==> config.mk <==
export PLATFORM = sky130hd
export DESIGN_NAME = slicewrite_regbank_flat
export DESIGN_NICKNAME = d
export VERILOG_FILES = /design/src/rtl/slicewrite_regbank_if.sv /design/src/rtl/slicewrite_regbank.sv /design/src/flat_wrapper.sv
export SDC_FILE = /design/constraint.sdc
export NUM_CORES = 1
export LEC_CHECK = 0
export ABC_CLOCK_PERIOD_IN_PS = 7400
export CAP_MARGIN = 20
export CORE_UTILIZATION = 51
export DETAILED_ROUTE_END_ITERATION = 10
export GPL_TIMING_DRIVEN = 0
export MAX_ROUTING_LAYER = met4
export PLACE_DENSITY = 0.86
export SYNTH_ARGS = -nofsm -noshare
export SYNTH_HDL_FRONTEND = slang
export SYNTH_SLANG_ARGS = --single-unit
==> constraint.sdc <==
create_clock -name clk -period 7.4 [get_ports clk]
set_input_delay 0.74 -clock clk [delete_from_list [all_inputs] [get_ports clk]]
set_output_delay 0.74 -clock clk [all_outputs]
set_load 0.02 [all_outputs]
==> src/rtl/slicewrite_regbank_if.sv <==
// Bus bundle for slicewrite_regbank: per-channel write request and per-bank state.
interface slicewrite_regbank_if #(
  parameter int NCHAN = 4,
  parameter int DEPTH = 4,
  parameter int WIDTH = 4,
  parameter int CW    = 8
);
  localparam int IW = (DEPTH > 1) ? $clog2(DEPTH) : 1;

  logic [NCHAN-1:0]             wr_en;
  logic [NCHAN*IW-1:0]          wr_idx;
  logic [NCHAN*WIDTH-1:0]       wr_data;
  logic [NCHAN-1:0]             clr;
  logic [NCHAN*DEPTH*WIDTH-1:0] out;
  logic [NCHAN*DEPTH-1:0]       valid;
  logic [NCHAN*CW-1:0]          wr_count;
  logic [NCHAN-1:0]             oob_err;

  modport master (
    output wr_en, wr_idx, wr_data, clr,
    input  out, valid, wr_count, oob_err
  );

  modport slave (
    input  wr_en, wr_idx, wr_data, clr,
    output out, valid, wr_count, oob_err
  );
endinterface

==> src/rtl/slicewrite_regbank.sv <==
// NCHAN independent register banks, each written one entry per cycle at a variable index.
module slicewrite_regbank #(
  parameter int NCHAN = 4,
  parameter int DEPTH = 4,
  parameter int WIDTH = 4,
  parameter int CW    = 8
) (
  input  logic                 clk,
  input  logic                 rst,
  slicewrite_regbank_if.slave  bus
);
  localparam int IW = (DEPTH > 1) ? $clog2(DEPTH) : 1;
  localparam logic [IW:0] DEPTH_W = (IW+1)'(DEPTH);

  for (genvar c = 0; c < NCHAN; c++) begin : g_bank
    logic [WIDTH-1:0] r_mem [DEPTH];
    logic [DEPTH-1:0] r_valid;
    logic [CW-1:0]    r_cnt;
    logic             r_oob;

    logic [IW-1:0]    w_idx;
    logic [WIDTH-1:0] w_data;
    logic             w_in_range;
    logic             w_acc;
    logic             w_oob;
    logic [CW-1:0]    w_cnt_base;
    logic [CW-1:0]    w_cnt_nxt;

    assign w_idx      = bus.wr_idx[c*IW +: IW];
    assign w_data     = bus.wr_data[c*WIDTH +: WIDTH];
    assign w_in_range = ({1'b0, w_idx} < DEPTH_W);
    assign w_acc      = bus.wr_en[c] && w_in_range;
    assign w_oob      = bus.wr_en[c] && !w_in_range;

    // count restarts from zero on clear, then the accepted write bumps it (saturating)
    assign w_cnt_base = bus.clr[c] ? '0 : r_cnt;
    assign w_cnt_nxt  = (w_acc && !(&w_cnt_base)) ? w_cnt_base + CW'(1) : w_cnt_base;

    always_ff @(posedge clk or posedge rst) begin
      if (rst) begin
        for (int e = 0; e < DEPTH; e++) r_mem[e] <= '0;
        r_valid <= '0;
        r_cnt   <= '0;
        r_oob   <= 1'b0;
      end else begin
        if (bus.clr[c]) begin
          for (int e = 0; e < DEPTH; e++) r_mem[e] <= '0;
          r_valid <= '0;
        end
        // later NBA wins, so a same-cycle write overrides the clear
        if (w_acc) begin
          r_mem[w_idx]   <= w_data;
          r_valid[w_idx] <= 1'b1;
        end
        r_cnt <= w_cnt_nxt;
        if (w_oob) r_oob <= 1'b1;
      end
    end

    for (genvar e = 0; e < DEPTH; e++) begin : g_out
      assign bus.out[(c*DEPTH+e)*WIDTH +: WIDTH] = r_mem[e];
    end
    assign bus.valid[c*DEPTH +: DEPTH] = r_valid;
    assign bus.wr_count[c*CW +: CW]    = r_cnt;
    assign bus.oob_err[c]              = r_oob;
  end
endmodule

==> src/flat_wrapper.sv <==
// flat-port wrapper written by rule: the top's interface ports become plain ports
module slicewrite_regbank_flat 
#(
  parameter int NCHAN = 4,
  parameter int DEPTH = 4,
  parameter int WIDTH = 4,
  parameter int CW    = 8
)
  (clk, rst, bus_wr_en, bus_wr_idx, bus_wr_data, bus_clr, bus_out, bus_valid, bus_wr_count, bus_oob_err);
  slicewrite_regbank_if #(.NCHAN(NCHAN), .DEPTH(DEPTH), .WIDTH(WIDTH), .CW(CW)) bus_i ();
  input  logic clk;
  input  logic rst;
  input wire logic [$bits(bus_i.wr_en)-1:0] bus_wr_en;
  input wire logic [$bits(bus_i.wr_idx)-1:0] bus_wr_idx;
  input wire logic [$bits(bus_i.wr_data)-1:0] bus_wr_data;
  input wire logic [$bits(bus_i.clr)-1:0] bus_clr;
  output wire logic [$bits(bus_i.out)-1:0] bus_out;
  output wire logic [$bits(bus_i.valid)-1:0] bus_valid;
  output wire logic [$bits(bus_i.wr_count)-1:0] bus_wr_count;
  output wire logic [$bits(bus_i.oob_err)-1:0] bus_oob_err;
  assign bus_i.wr_en = bus_wr_en;
  assign bus_i.wr_idx = bus_wr_idx;
  assign bus_i.wr_data = bus_wr_data;
  assign bus_i.clr = bus_clr;
  assign bus_out = bus_i.out;
  assign bus_valid = bus_i.valid;
  assign bus_wr_count = bus_i.wr_count;
  assign bus_oob_err = bus_i.oob_err;
  slicewrite_regbank #(.NCHAN(NCHAN), .DEPTH(DEPTH), .WIDTH(WIDTH), .CW(CW)) u_core (.clk(clk), .rst(rst), .bus(bus_i));
endmodule
Word level (Yosys, flattened, before mapping)
Index checks and enable logic that the tools add are counted.

storage, ports and cells
  bits in registers = 112
  bits of input ports = 34
  output and inout port bits = 116
  logic and storage cells = 116

cells by class
  $add $sub $neg = 4
  $lt $le $gt $ge = 16
  muxes and demuxes = 44
  bitwise operators = 8
  reduce and logical (&&, ||, !) cells = 20

operator list
  cell                 number
  $mux 16              8
  $bwmux 16            4
  $mux 8               8
  $mux 4               12
  $add 8x1->8 const B  4
  $demux 4 s2          4
  $reduce_and 8->1     4
  $or 4x4->4           4
  $ge 3x3->1 const B   4
  $logic_and 1x1->1    12
  $lt 2x3->1 const B   4
  $lt 3x1->1 const B   4
  $not 2->3            4
  $demux 1 s2          4
  $ge 2x1->1 const B   4
  $logic_not 1->1      4
  $mux 1               4

Depth between registers and ports, before layout
  depth after elaboration = 7
  depth in mapped cells = 7
  mapped depth without buffers = 6

Worst setup path after synthesis
No wires, ideal clock.

  path kind = input -> register
  from = input port bus_clr[0]
  to = register u_core.g_bank[0].r_cnt[1]
  setup time = 0.125 ns
  data arrival time = 1.951 ns
  required time = 7.275 ns
  slack = 5.324 ns
  stages on the path = 6
  buffers on the path = 1
  cell sequence = buf_2 nor2b_1 ha_1 nand4_1 o21ai_1 mux2_2

between the ends
  cells in the longest elaborated chain, start to end = 5
  elaborated cells between the ends (all ways) = 6
  classes of those cells = 1 x add/sub; 2 x mux; 3 x reduce/logical

ends and longest elaborated chain
  what                                                 line                      text
  start: declaration                                   flat_wrapper.sv:16        input wire logic [$bits(bus_i.clr)-1:0] bus_clr;
  $mux 8 *                                             slicewrite_regbank.sv:36  assign w_cnt_base = bus.clr[c] ? '0 : r_cnt;
  branches (longest 3 deep; another with $add 8x1->8)  n/a
  $mux 8 *                                             slicewrite_regbank.sv:37  assign w_cnt_nxt = (w_acc && !(&w_cnt_base)) ? w_cnt_base + CW'(1) : w_cnt_base;
  named net u_core.g_bank[0].w_cnt_nxt[1]              slicewrite_regbank.sv:27  logic [CW-1:0] w_cnt_nxt;
  end signal: assignment                               slicewrite_regbank.sv:55  r_cnt <= w_cnt_nxt;
  end: declaration                                     slicewrite_regbank.sv:18  logic [CW-1:0] r_cnt;

Mark *: on every way through the listed nets, which the timed path passes.

Worst setup path in the final report
  from = input port bus_clr[3]
  to = register u_core.g_bank[3].r_cnt[1]

between the ends
  cells in the longest elaborated chain, start to end = 5
  elaborated cells between the ends (all ways) = 6
  classes of those cells = 1 x add/sub; 2 x mux; 3 x reduce/logical

ends and longest elaborated chain
  what                                                 line
  $mux 8 *                                             slicewrite_regbank.sv:36
  branches (longest 3 deep; another with $add 8x1->8)  n/a
  $mux 8 *                                             slicewrite_regbank.sv:37
  named net u_core.g_bank[3].w_cnt_nxt[1]              slicewrite_regbank.sv:27
  end signal: assignment                               slicewrite_regbank.sv:55
  end: declaration                                     slicewrite_regbank.sv:18

Marks and branches as above.

==> Flow_metrics.wiki <==
{| class="wikitable"
! Metric !! Value
|-
| Status || completed
|-
| Top-Level Pins || 150
|-
| Leak pwr || 3.127 nW
|-
| Power Total || 0.001232 W
|-
| End of the worst register-to-register path || u_core.g_bank[3].r_cnt[1]
|-
| Detailed-placement wirelength estimate || 9038 um
|-
| Aggregate global routing overflow || 0
|-
| Number of warnings reported in the yosys synthesis log || 0
|-
| Count of buffers from port buffering || 140
|-
| Critical path launch point || bus_clr[3]
|-
| Fmax || 408.7 MHz
|-
| Count of nets left with antenna violations after detail routing || 0
|-
| Horizontal extent of the die || 99.93 um
|-
| Reg2Reg Launch Point || u_core.g_bank[3].r_cnt[0]
|-
| Clk_skew || 0.01452 ns
|-
| P per Cell Area || 184.6 nW/um^2
|-
| Shortest period the worst path allows || 2.447 ns
|-
| Placeable Area || 9284 sq um
|-
| Count of flip-flops with a built-in enable after synthesis || 0
|-
| Max-slew violations || 0
|-
| Drt first pass iters || 4
|-
| Worst Hold End || u_core.g_bank[0].r_valid[0]
|-
| Worst-skew pair later-pin latency || 0.36 ns
|-
| Buffer type at the clock tree root || clkbuf_8
|-
| Number of buffers between clock root and the deepest sink || 2
|-
| Measured slew at the worst slew-check pin || 0.6757 ns
|-
| Resized Gates After CTS || 0
|-
| Global-route wire length before repair || 20270 um
|-
| Sequential element share of the synthesized area || 57.30%
|-
| Critical path peak fanout || 8
|-
| Clock tree from TritonCTS || yes
|-
| Pin count of the biggest net entering global routing || 61
|-
| Overall via count from detail_route || 4266
|-
| Clock input transition at the sequential cells of the worst setup and hold paths || 0.11 ns
|-
| FF+latch count, synth || 112
|-
| Endpoint type of the worst setup path || register
|-
| Data required time of the critical path || 7.65 ns
|-
| Initial core utilization || 52.68%
|-
| Final-report setup violation count || 0
|-
| Hold Buf Count CTS || 0
|-
| Setup slack on the worst flop-to-flop path || 5.52 ns
|-
| Min-delay worst type || register to register
|-
| Final estimated routing congestion in global placement || 0.8467
|-
| Number of instances in the synthesized netlist || 513
|-
| Net total in the final layout || 704
|-
| Final-report hold violation count || 0
|-
| Setup Total Neg Slack || 0 ns
|-
| Final period utilization || 33.06%
|-
| Number of sinks on the clock net || 112
|-
| Data arrival time of the critical path || 2.70 ns
|-
| Max-cap violations || 0
|-
| Maximum VDD drop || 0.0001193 V
|-
| Antenna cell count || 0
|-
| Antenna violations before repair || 0
|-
| Post-detailed-routing wire length || 12110 um
|-
| DRT iter0 DRCs || 195
|-
| Layout cells sized above 1 || 6.241%
|-
| Top FF cell, synth || dfrtp_1
|-
| Vias in the first global route || 4195
|-
| Die ar. || 9986 sq um
|-
| Via/cell ratio || 5.319
|-
| Slack of the critical path || 4.953 ns
|-
| Chip height || 99.93 um
|-
| Critical Path Start Type || input pin
|-
| # placed instances || 786
|-
| Critical path class || input pin to register
|-
| Avg WL per Cell || 15.10 um
|-
| Total clock buffers created by CTS || 9
|-
| Async S/R FF share, synth || 100.0%
|-
| Number of setup buffers added after CTS || 0
|-
| Synth Cell Area || 4891 sq um
|-
| Post-route DRC violation count || 0
|-
| Global router's overall resource usage || 26.29%
|-
| Std-Cell Rows || 35
|-
| Hold Path Depth || 1
|-
| Layout Area Growth over Synthesis || 36.40%
|-
| Relative max-transition margin || 54.95%
|-
| Post-synth cell types || 47
|-
| Fin cells || 802
|-
| Unrepaired setup endpoints after global routing || false
|-
| Critical hold path startpoint || u_core.g_bank[0].r_valid[0]
|-
| R2R cell count || 5
|-
| Setup WS pre-CTS || 4.585 ns
|-
| Syn Area/Cell || 9.534 sq um
|-
| Deepest level of the CTS H-tree || 3
|}
-- synthesized netlist by cell type, types with 2 or more instances --
cell / instances / area share [%]
a311oi_1: 2 / 0.36
buf_2: 2 / 0.20
a21o_1: 14 / 2.1
mux2_2: 2 / 0.46
nor2_1: 31 / 2.4
o21ai_0: 35 / 3.6
o211ai_1: 2 / 0.31
nand3_1: 61 / 6.2
or2_2: 5 / 0.64
nand4b_1: 2 / 0.36
dfrtp_1: 112 / 57
and3_1: 11 / 1.4
nand3b_1: 3 / 0.46
a21oi_1: 8 / 0.82
xnor2_1: 7 / 1.3
a31oi_1: 6 / 0.77
xor2_1: 2 / 0.36
nor3_1: 6 / 0.61
nand4_1: 4 / 0.51
nor2b_1: 8 / 1.0
clkbuf_1: 10 / 0.77
ha_1: 2 / 0.51
nor4b_1: 2 / 0.36
buf_4: 5 / 0.77
nor3b_2: 4 / 1.0
nand2_1: 120 / 9.2
and4_1: 3 / 0.54
and4b_1: 2 / 0.41
inv_1: 24 / 1.8
-- area by class of cell --
class	count	area, sq um
buffer	18	96.34
clock buffer	9	123.9
clock inverter	7	52.55
fill	694	2613
inverter	24	92.59
multi-input combinational	362	1913
sequential	112	2803
tap	129	161.4
timing repair buffer	141	1429
-- through the flow --
| stage | utilization (%) | cell area (sq um) | hold WS, ns |
|---|---|---|---|
| after floorplan | - | 4902 | 0.5988 |
| after global placement | 69.64 | 6465 | 0.4638 |
| after detailed placement | 69.96 | 6495 | 0.4728 |
| after CTS | 71.86 | 6671 | 0.4998 |
| after global routing | 71.86 | 6671 | 0.5193 |
| final | 71.86 | 6671 | 0.4916 |
-- per-layer routing --
layer  GRT usage (%)  vias to the layer above  routed length [um]
li1                -                     2037                   -
met1           34.75                     2074                5325
met2           41.70                      136                5968
met3           4.805                       19                 636
met4           7.805                        0                 179
met5               -                        -                   0
-- logic make-up after synthesis --
logic type	Yosys count	share of synthesized area (%)
simple gates	269	26.32
flops	112	57.30
compound gates	75	9.670
buf+inv	42	3.812
xor+xnor	9	1.612
mux	3	0.6907
fa+ha+maj	2	0.5116
other cells	1	0.07667
-- layout by cell type (no fill, tap or decap), types with 5 or more instances in the layout --
cell             Yosys  layout
nand3_1             61      61
nor3_1               6       6
buf_4                5       5
xnor2_1              7       7
a21oi_1              8       8
o21ai_0             35      35
and3_1              11      11
nor2b_1              8       8
inv_1               24      23
clkbuf_8             0       9
nand2_1            120     120
dfrtp_1            112     112
nor2_1              31      31
or2_2                5       5
a31oi_1              6       6
a21o_1              14      14
clkbuf_1            10      10
clkdlybuf4s50_1      0     140
-- where the power goes --
part	internal [W]	switching, W
Clock	0.000126	0.000207
Sequential	0.000645	0.0000288
Combinational	0.000101	0.000124
Total	0.000872	0.000360
-- state kept, by name, indices dropped and copies added, names as in the netlist --
| name | count |
|---|---|
| u_core.g_bank.r_cnt | 32 |
| u_core.g_bank.r_valid | 16 |
| u_core.bus.out | 64 |
-- worst max-delay path: stages --
cell and delay (ns):
clkdlybuf4s50_1 0.55, nor2b_1 0.27, ha_1 0.24, nand3_1 0.16, o41ai_4 0.37, mux2_1 0.36
-- worst max path at each step --
stage	slack (ns)	cells past startpoint	endpoint
final	4.95	6	u_core.g_bank[3].r_cnt[1]
after global placement	2.24	2	u_core.g_bank[3].r_cnt[5]
after CTS	4.98	6	u_core.g_bank[3].r_cnt[1]
after detailed placement	4.58	6	u_core.g_bank[3].r_cnt[1]
after global routing	4.85	6	u_core.g_bank[3].r_cnt[1]
after floorplan	3.70	1	u_core.bus.out[0]
No activity file was read; power rests on OpenSTA's default activity.
